### src/rtl/mips_pkg.sv
// -----------------------------------------------------------------------------
// mips_pkg
// Shared definitions for the EX-stage multi-cycle divider.
//   div_state_e : divider FSM states
//   DIV_DATA_W  : default operand width
//   DIV_ITER    : restoring iterations for the default width
//   DIV_LO_LSB / DIV_HI_LSB : quotient (LO) / remainder (HI) split of RESULT
// Reset polarity constants live in defines.vh, not here.
// -----------------------------------------------------------------------------
package mips_pkg;

  localparam int DIV_DATA_W = 32;
  localparam int DIV_ITER   = DIV_DATA_W;
  localparam int DIV_LO_LSB = 0;
  localparam int DIV_HI_LSB = DIV_DATA_W;

  typedef enum logic [2:0] {
    IDLE    = 3'd0,
    BY_ZERO = 3'd1,
    ON      = 3'd2,
    DONE    = 3'd3,
    EARLY   = 3'd4
  } div_state_e;

endpackage

### src/rtl/div_step.sv
// -----------------------------------------------------------------------------
// div_step
// One combinational restoring-division step.
// Ports:
//   i_rem  [W:0] : partial remainder before the step
//   i_bit        : next dividend bit shifted in (MSB first)
//   i_dvs  [W:0] : divisor magnitude
//   o_rem  [W:0] : partial remainder after the step
//   o_q          : quotient bit (1 = trial subtract did not borrow)
// -----------------------------------------------------------------------------
module div_step #(
  parameter int W = 32
) (
  input  logic [W:0] i_rem,
  input  logic       i_bit,
  input  logic [W:0] i_dvs,
  output logic [W:0] o_rem,
  output logic       o_q
);

  logic [W:0] w_shift;

  // The compare uses the full shifted value; when it passes, the true
  // difference is below the divisor, so the W+1-bit wrap is exact.
  assign w_shift = {i_rem[W-1:0], i_bit};
  assign o_q     = ({i_rem, i_bit} >= {1'b0, i_dvs});
  assign o_rem   = o_q ? (w_shift - i_dvs) : w_shift;

endmodule

### src/rtl/div_unit.sv
// -----------------------------------------------------------------------------
// div_unit
// Multi-cycle restoring divider for DIV/DIVU in EX, result into HI/LO.
// Ports:
//   CLK, RST (async, active-low)
//   START, SIGNED_DIV, DIVIDEND, DIVISOR : request from EX, held until READY
//   ANNUL        : flush, aborts any operation, priority over START
//   RESULT       : {remainder (HI), quotient (LO)}, zero unless READY
//   READY        : one-cycle result strobe
//   STALL_REQ_EX : START & ~READY & ~ANNUL to the stall controller
// Optional feature macro: DIV_EARLY_OUT_EN -- when |dividend| < |divisor|
// the result is produced through the one-cycle EARLY state.
//
// state   | meaning
// IDLE    | waiting for START
// BY_ZERO | divisor was zero, result forced to 0
// ON      | one restoring step per cycle
// EARLY   | |dividend| < |divisor|, remainder = dividend (early-out build)
// DONE    | READY=1, sign-corrected RESULT presented
// -----------------------------------------------------------------------------
module div_unit
  import mips_pkg::*;
#(
  parameter int DATA_W = DIV_DATA_W
) (
  input  logic                  CLK,
  input  logic                  RST,
  input  logic                  START,
  input  logic                  SIGNED_DIV,
  input  logic [DATA_W-1:0]     DIVIDEND,
  input  logic [DATA_W-1:0]     DIVISOR,
  input  logic                  ANNUL,
  output logic [2*DATA_W-1:0]   RESULT,
  output logic                  READY,
  output logic                  STALL_REQ_EX
);

  localparam int CNT_W = (DATA_W > 1) ? $clog2(DATA_W) : 1;
  localparam logic [CNT_W-1:0] CNT_LAST = CNT_W'(DATA_W - 1);

  div_state_e r_state, w_state_nxt;

  logic [CNT_W-1:0]  r_cnt;
  logic [DATA_W:0]   r_rem;
  logic [DATA_W-1:0] r_quo;
  logic [DATA_W:0]   r_dvs;
  logic              r_q_neg;
  logic              r_r_neg;

  logic              w_dvd_neg, w_dvs_neg, w_dvs_zero, w_accept;
  logic [DATA_W-1:0] w_dvd_mag;
  logic [DATA_W:0]   w_dvs_mag;
  logic [DATA_W:0]   w_step_rem;
  logic              w_step_q;
  logic [DATA_W-1:0] w_quo_fix, w_rem_fix;
  logic              w_unused_rem_msb;

  assign w_dvd_neg  = SIGNED_DIV & DIVIDEND[DATA_W-1];
  assign w_dvs_neg  = SIGNED_DIV & DIVISOR[DATA_W-1];
  assign w_dvs_zero = (DIVISOR == '0);
  assign w_accept   = (r_state == IDLE) & START & ~ANNUL;

  // The dividend magnitude of the most negative value is 2^(W-1), which
  // still fits unsigned in W bits; the divisor is kept in W+1 bits by
  // sign-extending before negation.
  assign w_dvd_mag = w_dvd_neg ? (-DIVIDEND) : DIVIDEND;
  assign w_dvs_mag = w_dvs_neg ? (-{DIVISOR[DATA_W-1], DIVISOR}) : {1'b0, DIVISOR};

`ifdef DIV_EARLY_OUT_EN
  logic w_small;
  assign w_small = ({1'b0, w_dvd_mag} < w_dvs_mag);
`endif

  div_step #(.W(DATA_W)) u_step (
    .i_rem (r_rem),
    .i_bit (r_quo[DATA_W-1]),
    .i_dvs (r_dvs),
    .o_rem (w_step_rem),
    .o_q   (w_step_q)
  );

  always_ff @(posedge CLK or negedge RST) begin
    if (!RST) r_state <= IDLE;
    else      r_state <= w_state_nxt;
  end

  always_comb begin
    w_state_nxt = r_state;
    case (r_state)
      IDLE: begin
        if (w_accept) begin
          if (w_dvs_zero) w_state_nxt = BY_ZERO;
`ifdef DIV_EARLY_OUT_EN
          else if (w_small) w_state_nxt = EARLY;
`endif
          else w_state_nxt = ON;
        end
      end
      BY_ZERO: w_state_nxt = DONE;
      EARLY:   w_state_nxt = DONE;
      ON:      if (r_cnt == CNT_LAST) w_state_nxt = DONE;
      DONE:    w_state_nxt = IDLE;
      default: w_state_nxt = IDLE;
    endcase
    if (ANNUL) w_state_nxt = IDLE;
  end

  // The quotient register starts as the dividend magnitude; its MSB feeds
  // each step and quotient bits fill in from the bottom.
  always_ff @(posedge CLK or negedge RST) begin
    if (!RST) begin
      r_cnt   <= '0;
      r_rem   <= '0;
      r_quo   <= '0;
      r_dvs   <= '0;
      r_q_neg <= 1'b0;
      r_r_neg <= 1'b0;
    end else if (ANNUL) begin
      r_cnt   <= '0;
      r_rem   <= '0;
      r_quo   <= '0;
      r_dvs   <= '0;
      r_q_neg <= 1'b0;
      r_r_neg <= 1'b0;
    end else begin
      case (r_state)
        IDLE: begin
          if (START) begin
            r_cnt   <= '0;
            r_rem   <= '0;
            r_quo   <= w_dvd_mag;
            r_dvs   <= w_dvs_mag;
            r_q_neg <= w_dvd_neg ^ w_dvs_neg;
            r_r_neg <= w_dvd_neg;
            if (w_dvs_zero) r_quo <= '0;
`ifdef DIV_EARLY_OUT_EN
            else if (w_small) begin
              r_quo <= '0;
              r_rem <= {1'b0, w_dvd_mag};
            end
`endif
          end
        end
        ON: begin
          r_rem <= w_step_rem;
          r_quo <= {r_quo[DATA_W-2:0], w_step_q};
          r_cnt <= r_cnt + CNT_W'(1);
        end
        default: ;
      endcase
    end
  end

  // The final remainder is below the divisor, so its top bit is always 0.
  assign w_unused_rem_msb = r_rem[DATA_W];

  assign w_quo_fix = r_q_neg ? (-r_quo) : r_quo;
  assign w_rem_fix = r_r_neg ? (-r_rem[DATA_W-1:0]) : r_rem[DATA_W-1:0];

  assign READY        = (r_state == DONE) & ~ANNUL;
  assign RESULT       = READY ? {w_rem_fix, w_quo_fix} : '0;
  assign STALL_REQ_EX = START & ~READY & ~ANNUL;

endmodule

### config.mk
export PLATFORM = sky130hd
export DESIGN_NAME = div_unit
export DESIGN_NICKNAME = d
export VERILOG_FILES = /design/src/rtl/mips_pkg.sv /design/src/rtl/div_step.sv /design/src/rtl/div_unit.sv
export SDC_FILE = /design/constraint.sdc
export NUM_CORES = 1
export LEC_CHECK = 0
export ABC_AREA = 0
export CAP_MARGIN = 5
export CORE_MARGIN = 2
export CORE_UTILIZATION = 61
export CTS_CLUSTER_DIAMETER = 80
export CTS_CLUSTER_SIZE = 10
export DETAILED_ROUTE_END_ITERATION = 7
export GPL_TIMING_DRIVEN = 0
export PLACE_DENSITY = 0.88
export SYNTH_ARGS = -nofsm -noshare
export SYNTH_HDL_FRONTEND = slang
export SYNTH_SLANG_ARGS = --single-unit
### constraint.sdc
create_clock -name CLK -period 11 [get_ports CLK]
set_input_delay 1.65 -clock CLK [delete_from_list [all_inputs] [get_ports CLK]]
set_output_delay 1.65 -clock CLK [all_outputs]
set_load 0.01 [all_outputs]
==> results of run 1 <==
[cell type report]
cell class / count / share of cell area
well taps: 188 / 0.0209
clock buffers: 10 / 0.0204
clock inverters: 6 / 0.00712
multi-input cells: 975 / 0.550
inverters: 68 / 0.0227
repair buffers: 134 / 0.121
flip-flops and latches: 107 / 0.238
plain buffers: 62 / 0.0207
[per-layer routing]
layer,track usage,vias to the layer above,wire (um)
li1,-,4597,-
met1,0.437,4515,11500
met2,0.609,470,13900
met3,0.0472,70,2190
met4,0.149,0,948
met5,0,-,0
[cells in the final DEF (no fill, tap or decap), types with 13 or more instances in the layout]
master             n
mux2i_1           27
nor2_1           114
nor3_1            30
o21ai_0          150
or3_1             19
nand3_1           14
a22oi_1           18
xnor2_1           59
dfrtp_1          107
clkbuf_1          55
xor2_1            84
or4_1             13
a21oi_1           72
inv_1             68
clkdlybuf4s50_1  132
ha_1              43
nand2_1          134
o31ai_1           27
[where the power goes]
group | total [mW] | internal [mW] | leakage [nW] | switching (mW)
combinational | 2.62 | 1.09 | 3.07 | 1.53
sequential | 0.682 | 0.504 | 1.45 | 0.178
clock | 0.352 | 0.198 | 0.156 | 0.154
[flip-flops by register name, indices dropped and copies added (netlist names)]
name	cells
r_quo	32
r_q_neg	1
r_state	2
r_rem	33
r_cnt	5
r_dvs	33
r_r_neg	1
[worst reg2reg max path, cell delays in order, from the launching register on]
cell	delay, ns
dfrtp_1	0.47
inv_1	0.10
ha_1	0.17
inv_1	0.06
fa_1	0.42
a21oi_1	0.27
o221ai_1	0.24
a21oi_1	0.40
a22o_1	0.37
o31ai_1	0.14
a21boi_1	0.37
buf_1	0.64
clkbuf_1	0.51
nand3_1	0.15
o311ai_0	0.12
[kinds of logic (layout without fill, tap and decap cells)]
group | after synthesis | in the layout | share of synthesized area
mux | 27 | 27 | 0.0289
fa+ha+maj | 44 | 44 | 0.0597
simple gates | 401 | 401 | 0.203
buf+inv | 130 | 280 | 0.0522
compound gates | 360 | 360 | 0.236
xor+xnor | 143 | 143 | 0.134
flops | 107 | 107 | 0.286
[worst max path at each step]
| stage | start | endpoint | slack, ns |
|---|---|---|---|
| global placement | RST | r_rem[31]$_DFFE_PN0P_ | 4.29 |
| finish | ANNUL | RESULT[33] | 4.70 |
| floorplan | r_rem[0]$_DFFE_PN0P_ | RESULT[60] | 6.19 |
| detailed placement | ANNUL | RESULT[33] | 4.81 |
| global route | ANNUL | RESULT[33] | 4.55 |
| CTS | ANNUL | RESULT[33] | 4.78 |
[through the flow]
stage	cells	util	hold WS, ns
floorplan	1212	-	0.446
finish	1550	0.746	0.487
detailed placement	1534	0.725	0.472
global placement	1533	0.723	0.462
global route	1550	0.746	0.509
CTS	1550	0.746	0.487
==> metrics.yaml, run 1 <==
min_path_cells: 2
regToRegSetupSlack_ns: 6.46
fill_cells: 1163
ys_ff_latch: 107
start_util: 0.620
power_leakage_nw: 4.68
clock_sinks: 107
ant_nets: 0
yosys_warnings: 0
max_stage_delay_ns: 0.59
powerDensity_mw_per_mm2: 325
synth_top_cell_by_area: "dfrtp_1"
worst_pin_slew_ns: 1.07
rr_endpoint: "r_rem[0]$_DFFE_PN0P_"
min_period_ns: 6.30
cp.depth: 7
rsz0062_at_grt: "no"
synth.most_common_cell: "o21ai_0"
synth.area.top_cells: "dfrtp_1, o21ai_0, xor2_1"
yosysTopAreaCellShare: 0.286
clk_pin_slew_ns: 0.07
dieArea_mm2: 0.0163
tritoncts: "done"
async_flop_share: 1.00
cts_setup_buffers: 0
fin_crit_sh: 0.573
placementRows: 45
crit_slowest_cell: "clkbuf_1"
ys_types: 60
grt_max_degree: 74
cap_violations: 0
syn_inst: 1212
hold_end: "r_dvs[3]$_DFFE_PN0P_"
worst_hold_path_type: "reg2reg"
vias: 9652
chipWidth_um: 128
multi_input_area_mm2: 0.00618
regArea_mm2: 0.00268
pin_count: 135
final.setup.tns_ns: 0
setup_viol: 0
cp_max_fo: 10
diodes: 0
power_mw: 3.66
path_delay_family: "buffers and inverters"
slew_headroom: 0.289
crit-reg2reg-launch: "r_quo[31]$_DFFE_PN0P_"
die_h_um: 128
cp-end-kind: "output pin"
criticalPathCategory: "in2out"
yosys-top-cells-count: "o21ai_0, nand2_1, nor2_1"
ys_seq_area_frac: 0.286
drt_iter0_markers: 1046
synth_fp_nets: 1325
gp_congestion: 0.952
critPathArrivalTime_ns: 4.65
synth_edf_count: 0
insertion_delay_ns: 0.36
cts_hold_buf: 0
finalWorstSetupSlack_ns: 4.70
post_dp_cell_area_mm2: 0.0109
wirelength_mm: 28.6
ctsLongestPathBuffers: 2
path_buf_inv: 5
clock.fmax_mhz: 159
final_cell_area_mm2: 0.0112
synth_area_mm2: 0.00935
dp_hpwl_mm: 22.3
ys.flop_type: "dfrtp_1"
finalNetCount: 1470
vias_per_cell: 6.23
drc_errors: 0
path_cells: "clkdlybuf4s50_1 > clkbuf_1 > nand2b_1 > clkbuf_1 > buf_1 > nor2_1 > clkdlybuf4s50_1"
grt_pass1_wl_mm: 45.6
core_mm2: 0.0151
drive_gt1_frac: 0.0242
cts_resized: 0
h-tree-depth: 3
grt_util_all_layers: 0.350
peakVddDrop_v: 0.000234
root_buffer: "clkbuf_16"
detail_route.wl_per_cell_um: 18.4
area_delta_synth_final_pct: 20.3
clock_skew_ns: 0.00643
avgSynthCellArea_um2: 7.71
portBuffers: 133
required_ns: 9.35
min_from: "r_dvs[3]$_DFFE_PN0P_"
drv_slew: 0
grt_pass1_vias: 9197
grt-ovfl-total: 0
cts_buffers: 9
outcome: "finished, final reports clean"
preCtsSetupSlack_ns: 4.81
startpoint_type: "input pin"
dr.pass1.iters: 6
finalHoldViolCount: 0
ff2ff_path_depth: 14
antenna_found_initial: 0
(Power assumes the default switching activity.)
==> run 2, diff against run 1 <==
CORE_UTILIZATION = 56   (was 61)
PLACE_DENSITY = 0.82   (was 0.88)
clock period = 5.8 ns   (was 11 ns; I/O delays follow)
==> run 2 against run 1 <==
Via count down 2.1%; final cell count up 1.9%; largest cell class unchanged; flip-flop and latch count is the same; first-iteration DRC count shrank 12%; critical path type is now reg2out; die area grew 8.6%; critical endpoint is now RESULT[62]; final area about the same.
==> metrics.yaml, run 2 (synthesis gave the netlist of run 1 again) <==
drc_errors: 0
cts_hold_buf: 0
slew_headroom: 0.287
dr.pass1.iters: 6
final_cell_mix: "o21ai_0, nand2_1, clkdlybuf4s50_1, nor2_1, dfrtp_1"
vias_per_cell: 5.98
detail_route.wl_per_cell_um: 17.6
clock.fmax_mhz: 193
start_util: 0.568
h-tree-depth: 3
cp.depth: 11
core_mm2: 0.0165
portBuffers: 133
max_stage_delay_ns: 0.55
grt_pass1_vias: 8996
min_period_ns: 5.19
fill_cells: 1436
diodes: 0
tritoncts: "done"
post_dp_cell_area_mm2: 0.0110
vias: 9446
setup_viol: 0
dp_hpwl_mm: 22.0
powerDensity_mw_per_mm2: 604
drv_slew: 0
rsz0062_at_grt: "no"
finalHoldViolCount: 0
root_buffer: "clkbuf_16"
fin_hold_ws_ns: 0.482
crit_top_cell: "or3_4"
power_mw: 6.79
area_delta_synth_final_pct: 20.3
placementRows: 47
path_cells: "inv_1 > ha_1 > or3b_1 > or3_4 > or3b_4 > or3_4 > or4_4 > o21ai_1 > xor2_1 > nor2_1 > clkdlybuf4s50_1"
cp_max_fo: 7
startpoint_type: "flip-flop"
cts_setup_buffers: 0
ctsLongestPathBuffers: 2
path_delay_family: "simple AND/OR/NAND/NOR gates"
final_common_cell: "o21ai_0"
ant_nets: 0
required_ns: 4.93
worst_pin_slew_ns: 1.07
cap_violations: 0
path_buf_inv: 2
rr_endpoint: "r_rem[26]$_DFFE_PN0P_"
drive_gt1_frac: 0.0235
critPathArrivalTime_ns: 4.32
crit-reg2reg-launch: "r_quo[31]$_DFFE_PN0P_"
utilization: 0.683
cp-end-kind: "output pin"
clock_sinks: 107
grt_pass1_wl_mm: 44.6
dieArea_mm2: 0.0177
pin_count: 135
clock_skew_ns: 0.00889
gp_congestion: 0.932
wirelength_mm: 27.7
outcome: "finished, final reports clean"
peakVddDrop_v: 0.000384
startpoint: "r_rem[0]$_DFFE_PN0P_"
crit_path_end: "RESULT[62]"
ff2ff_path_depth: 14
final_cell_area_mm2: 0.0112
drt_iter0_markers: 923
finalNetCount: 1470
power_leakage_nw: 4.66
grt_util_all_layers: 0.313
regToRegSetupSlack_ns: 1.32
chipWidth_um: 133
criticalPathCategory: "reg2out"
fin_crit_sh: 0.895
die_h_um: 133
top_regs: "r_dvs x33, r_rem x33, r_quo x32"
antenna_found_initial: 0
cts_resized: 0
grt_max_degree: 61
grt-ovfl-total: 0
insertion_delay_ns: 0.36
worst_hold_path_type: "reg2reg"
cts_buffers: 9
clk_pin_slew_ns: 0.07
crit_slowest_cell: "clkdlybuf4s50_1"
run 2: cell count changes in the layout (fill, tap and decap cells not counted), sizes merged:
cell    previous run  this run
clkinv             4         3
bufinv             2         0
clkbuf            64        65
run 2: worst min-delay path by stage:
stage	slack (ns)	to	cells after the start	startpoint
after floorplan	0.45	r_dvs[31]$_DFFE_PN0P_	2	r_dvs[31]$_DFFE_PN0P_
after global placement	0.46	r_dvs[9]$_DFFE_PN0P_	2	r_dvs[9]$_DFFE_PN0P_
after detailed placement	0.47	r_dvs[31]$_DFFE_PN0P_	2	r_dvs[31]$_DFFE_PN0P_
after CTS	0.49	r_dvs[13]$_DFFE_PN0P_	2	r_dvs[13]$_DFFE_PN0P_
after global routing	0.52	r_dvs[10]$_DFFE_PN0P_	2	r_dvs[10]$_DFFE_PN0P_
final	0.48	r_dvs[13]$_DFFE_PN0P_	2	r_dvs[13]$_DFFE_PN0P_
run 2: report_power, final:
group | switching [mW] | total [mW] | internal, mW | leakage [nW]
Clock | 0.286 | 0.595 | 0.309 | 0.137
Sequential | 0.330 | 1.29 | 0.955 | 1.45
Combinational | 2.84 | 4.91 | 2.07 | 3.07
Total | 3.46 | 6.79 | 3.33 | 4.66
run 2: worst register-to-register path, stage by stage, from the launching register on:
cell	delay [ns]
dfrtp_1	0.48
inv_1	0.09
ha_1	0.16
inv_1	0.06
fa_1	0.41
a21oi_1	0.30
o221ai_1	0.26
a21oi_1	0.42
a22o_1	0.36
o31ai_1	0.14
a21boi_1	0.36
buf_1	0.63
clkbuf_1	0.47
a32oi_1	0.17
o31ai_1	0.09
run 2: per-layer routing:
layer,part of all wire,track usage
met5,0,0
met2,0.49,0.545
met3,0.060,0.0301
met4,0.026,0.118
met1,0.43,0.406
run 2: metrics by stage:
step	cells	worst slack, ns	TNS (ns)
after floorplan	1212	1.77	0
after global placement	1565	-0.242	-25.22
after detailed placement	1566	1.04	0
after CTS	1580	0.642	0
after global routing	1580	0.511	0
final	1580	0.611	0
run 2: layout make-up:
cell class | count | area [um2] | share of cell area
well taps | 220 | 275 | 0.0245
plain buffers | 62 | 233 | 0.0207
repair buffers | 134 | 1360 | 0.121
multi-input cells | 975 | 6180 | 0.550
clock buffers | 11 | 253 | 0.0225
flip-flops and latches | 107 | 2680 | 0.238
inverters | 68 | 255 | 0.0227
clock inverters | 3 | 15.0 | 0.00133
==> run 3, diff against run 2 <==
ABC_AREA = 1   (was 0)
CORE_UTILIZATION = 58   (was 56)
==> run 3 against run 2 <==
Non-clock buffer count decreased by 3; wire length increased by 51%; flip-flop and latch count unchanged; utilization increased by 1.1 points; power increased by 33%; clock skew increased by 0.0012 ns; register-to-register slack improved by 1.8 ns; die area increased by 19%; synthesized cell count increased by 66%; global-route usage increased by 7.6 points; clock power increased by 7.7%; via count increased by 50%; critical endpoint is now RESULT[35]; largest cell class unchanged.
==> metrics.yaml, run 3 <==
clock.fmax_mhz: 219
core_mm2: 0.0195
synth_fp_nets: 2122
crit_top_cell: "clkdlybuf4s50_1"
ctsLongestPathBuffers: 2
powerDensity_mw_per_mm2: 668
fin_crit_sh: 0.788
placementRows: 51
yosysTopAreaCellShare: 0.232
dieArea_mm2: 0.0211
max_stage_delay_ns: 0.60
worst_pin_slew_ns: 0.779
avgSynthCellArea_um2: 5.75
rsz0062_at_grt: "no"
cts_hold_buf: 0
utilization: 0.694
dp_cells: 2409
ys.flop_type: "dfrtp_1"
dr.pass1.iters: 6
grt_pass1_wl_mm: 65.8
wl_met1_mm: 17.6
chipWidth_um: 145
synth.area.top_cells: "dfrtp_1, nand2_1, inv_1"
pin_count: 135
grt_max_degree: 57
ys_types: 47
startpoint_type: "input pin"
finalNetCount: 2268
clk_pin_slew_ns: 0.08
async_flop_share: 1.00
post_dp_cell_area_mm2: 0.0133
dp_hpwl_mm: 34.0
die_h_um: 145
required_ns: 4.93
min_period_ns: 4.57
final_common_cell: "nand2_1"
power_leakage_nw: 6.89
outcome: "finished, final reports clean"
h-tree-depth: 3
synth_area_mm2: 0.0116
syn_inst: 2009
slew_headroom: 0.481
drc_errors: 0
cp_max_fo: 10
ys_ff_latch: 107
grt_util_all_layers: 0.389
finalHoldViolCount: 0
antenna_found_initial: 0
area_delta_synth_final_pct: 17.3
final_cell_area_mm2: 0.0136
final.setup.tns_ns: 0
wl_met2_mm: 17.6
synth_edf_count: 0
fin_hold_ws_ns: 0.493
root_buffer: "clkbuf_16"
cap_violations: 0
drt_iter0_markers: 1863
cts_buffers: 9
criticalPathCategory: "in2out"
vias: 14200
grt-ovfl-total: 0
critPathArrivalTime_ns: 3.70
detail_route.wl_per_cell_um: 17.3
synth_top_cell_by_area: "dfrtp_1"
yosys-top-cells-count: "nand2_1, inv_1, nor2_1"
stdcell_count: 2425
insertion_delay_ns: 0.37
start_util: 0.592
drv_slew: 0
cts_resized: 0
gp_congestion: 1.01
cp-end-kind: "output pin"
regToRegSetupSlack_ns: 3.12
wirelength_mm: 41.9
clock_skew_ns: 0.0101
tritoncts: "done"
path_cells: "clkdlybuf4s50_1 > inv_1 > nand2_1 > clkinv_1 > clkbuf_1 > o21ai_0 > a21oi_1 > clkdlybuf4s50_1"
routed.top_layer: "met4"
cts_setup_buffers: 0
diodes: 0
crit_slowest_cell: "clkdlybuf4s50_1"
setup_viol: 0
top_regs: "r_dvs x33, r_rem x33, r_quo x32"
fill_cells: 1863
synth.most_common_cell: "nand2_1"
yosys_warnings: 0
final_cell_mix: "nand2_1, inv_1, nor2_1, nand3_1, clkdlybuf4s50_1"
portBuffers: 134
ant_nets: 0
clock_sinks: 107
worst_hold_path_type: "reg2reg"
dr_wl_met3_mm: 5.39
drive_gt1_frac: 0.0384
peakVddDrop_v: 0.000341
grt_pass1_vias: 12700
ys_seq_area_frac: 0.232
vias_per_cell: 5.84
[run 3: changes by cell type in the layout (fill, tap and decap cells not counted), moves of 18 or more]
cell	change
nor2_1	+107
clkbuf_1	-24
nand3_1	+179
xor2_1	-63
mux2i_1	-27
xnor2_1	-43
inv_1	+232
or3_1	-19
nand2_1	+464
o21ai_0	-36
o22ai_1	+20
a21oi_1	+43
o31ai_1	-23
a22oi_1	-18
[run 3: power breakdown]
part | total, mW | internal [mW] | switching [mW] | leakage, nW
registers | 1.26 | 0.983 | 0.282 | 1.44
clock network | 0.641 | 0.309 | 0.332 | 0.149
logic | 7.14 | 2.31 | 4.83 | 5.30
[run 3: layout make-up]
type / instances / area, um2 / share of cell area
plain buffers: 58 / 275 / 0.0203
clock buffers: 9 / 225 / 0.0166
clock inverters: 7 / 76.3 / 0.00563
inverters: 318 / 1190 / 0.0881
multi-input cells: 1526 / 7410 / 0.546
flip-flops and latches: 107 / 2680 / 0.198
well taps: 265 / 332 / 0.0245
repair buffers: 135 / 1370 / 0.101
[run 3: layer usage]
| layer | vias up | GRT usage |
|---|---|---|
| met1 | 6393 | 0.555 |
| met2 | 938 | 0.588 |
| li1 | 6734 | - |
| met5 | - | 0 |
| met4 | 0 | 0.116 |
| met3 | 103 | 0.0928 |
[run 3: through the flow]
| stage | power [mW] | worst slack [ns] |
|---|---|---|
| 3_3_place_gp | 7.97 | -0.343 |
| 2_1_floorplan | 6.32 | 3.10 |
| 3_5_place_dp | 8.10 | 1.39 |
| 6_report | 9.05 | 1.23 |
| 4_1_cts | 8.77 | 1.37 |
| 5_1_grt | 9.84 | 1.17 |
[run 3: final timing paths]
path | depth (start not counted) | to | start
max | 8 | RESULT[35] | ANNUL
min in group asynchronous | 1 | r_rem[32]$_DFFE_PN0P_ | RST
min | 2 | r_dvs[30]$_DFFE_PN0P_ | r_dvs[30]$_DFFE_PN0P_
max in group asynchronous | 2 | r_dvs[21]$_DFFE_PN0P_ | RST
max reg2reg | 12 | r_rem[27]$_DFFE_PN0P_ | r_dvs[32]$_DFFE_PN0P_
min reg2reg | 2 | r_dvs[30]$_DFFE_PN0P_ | r_dvs[30]$_DFFE_PN0P_
[run 3: cell families after synthesis]
group                      Yosys count  share of synthesized area
AOI/OAI and AO/OA                  307                      0.144
adders and majority gates           44                     0.0483
buffers and inverters              376                      0.127
and+or+nand+nor                   1138                      0.420
DFF                                107                      0.232
xor gates and xnor gates            37                     0.0281
[run 3: worst max-delay path, delay by kind of cell]
family	cells	cell delay, ns
AOI/OAI and AO/OA	2	0.49
buffers and inverters	5	2.17
and+or+nand+nor	1	0.16
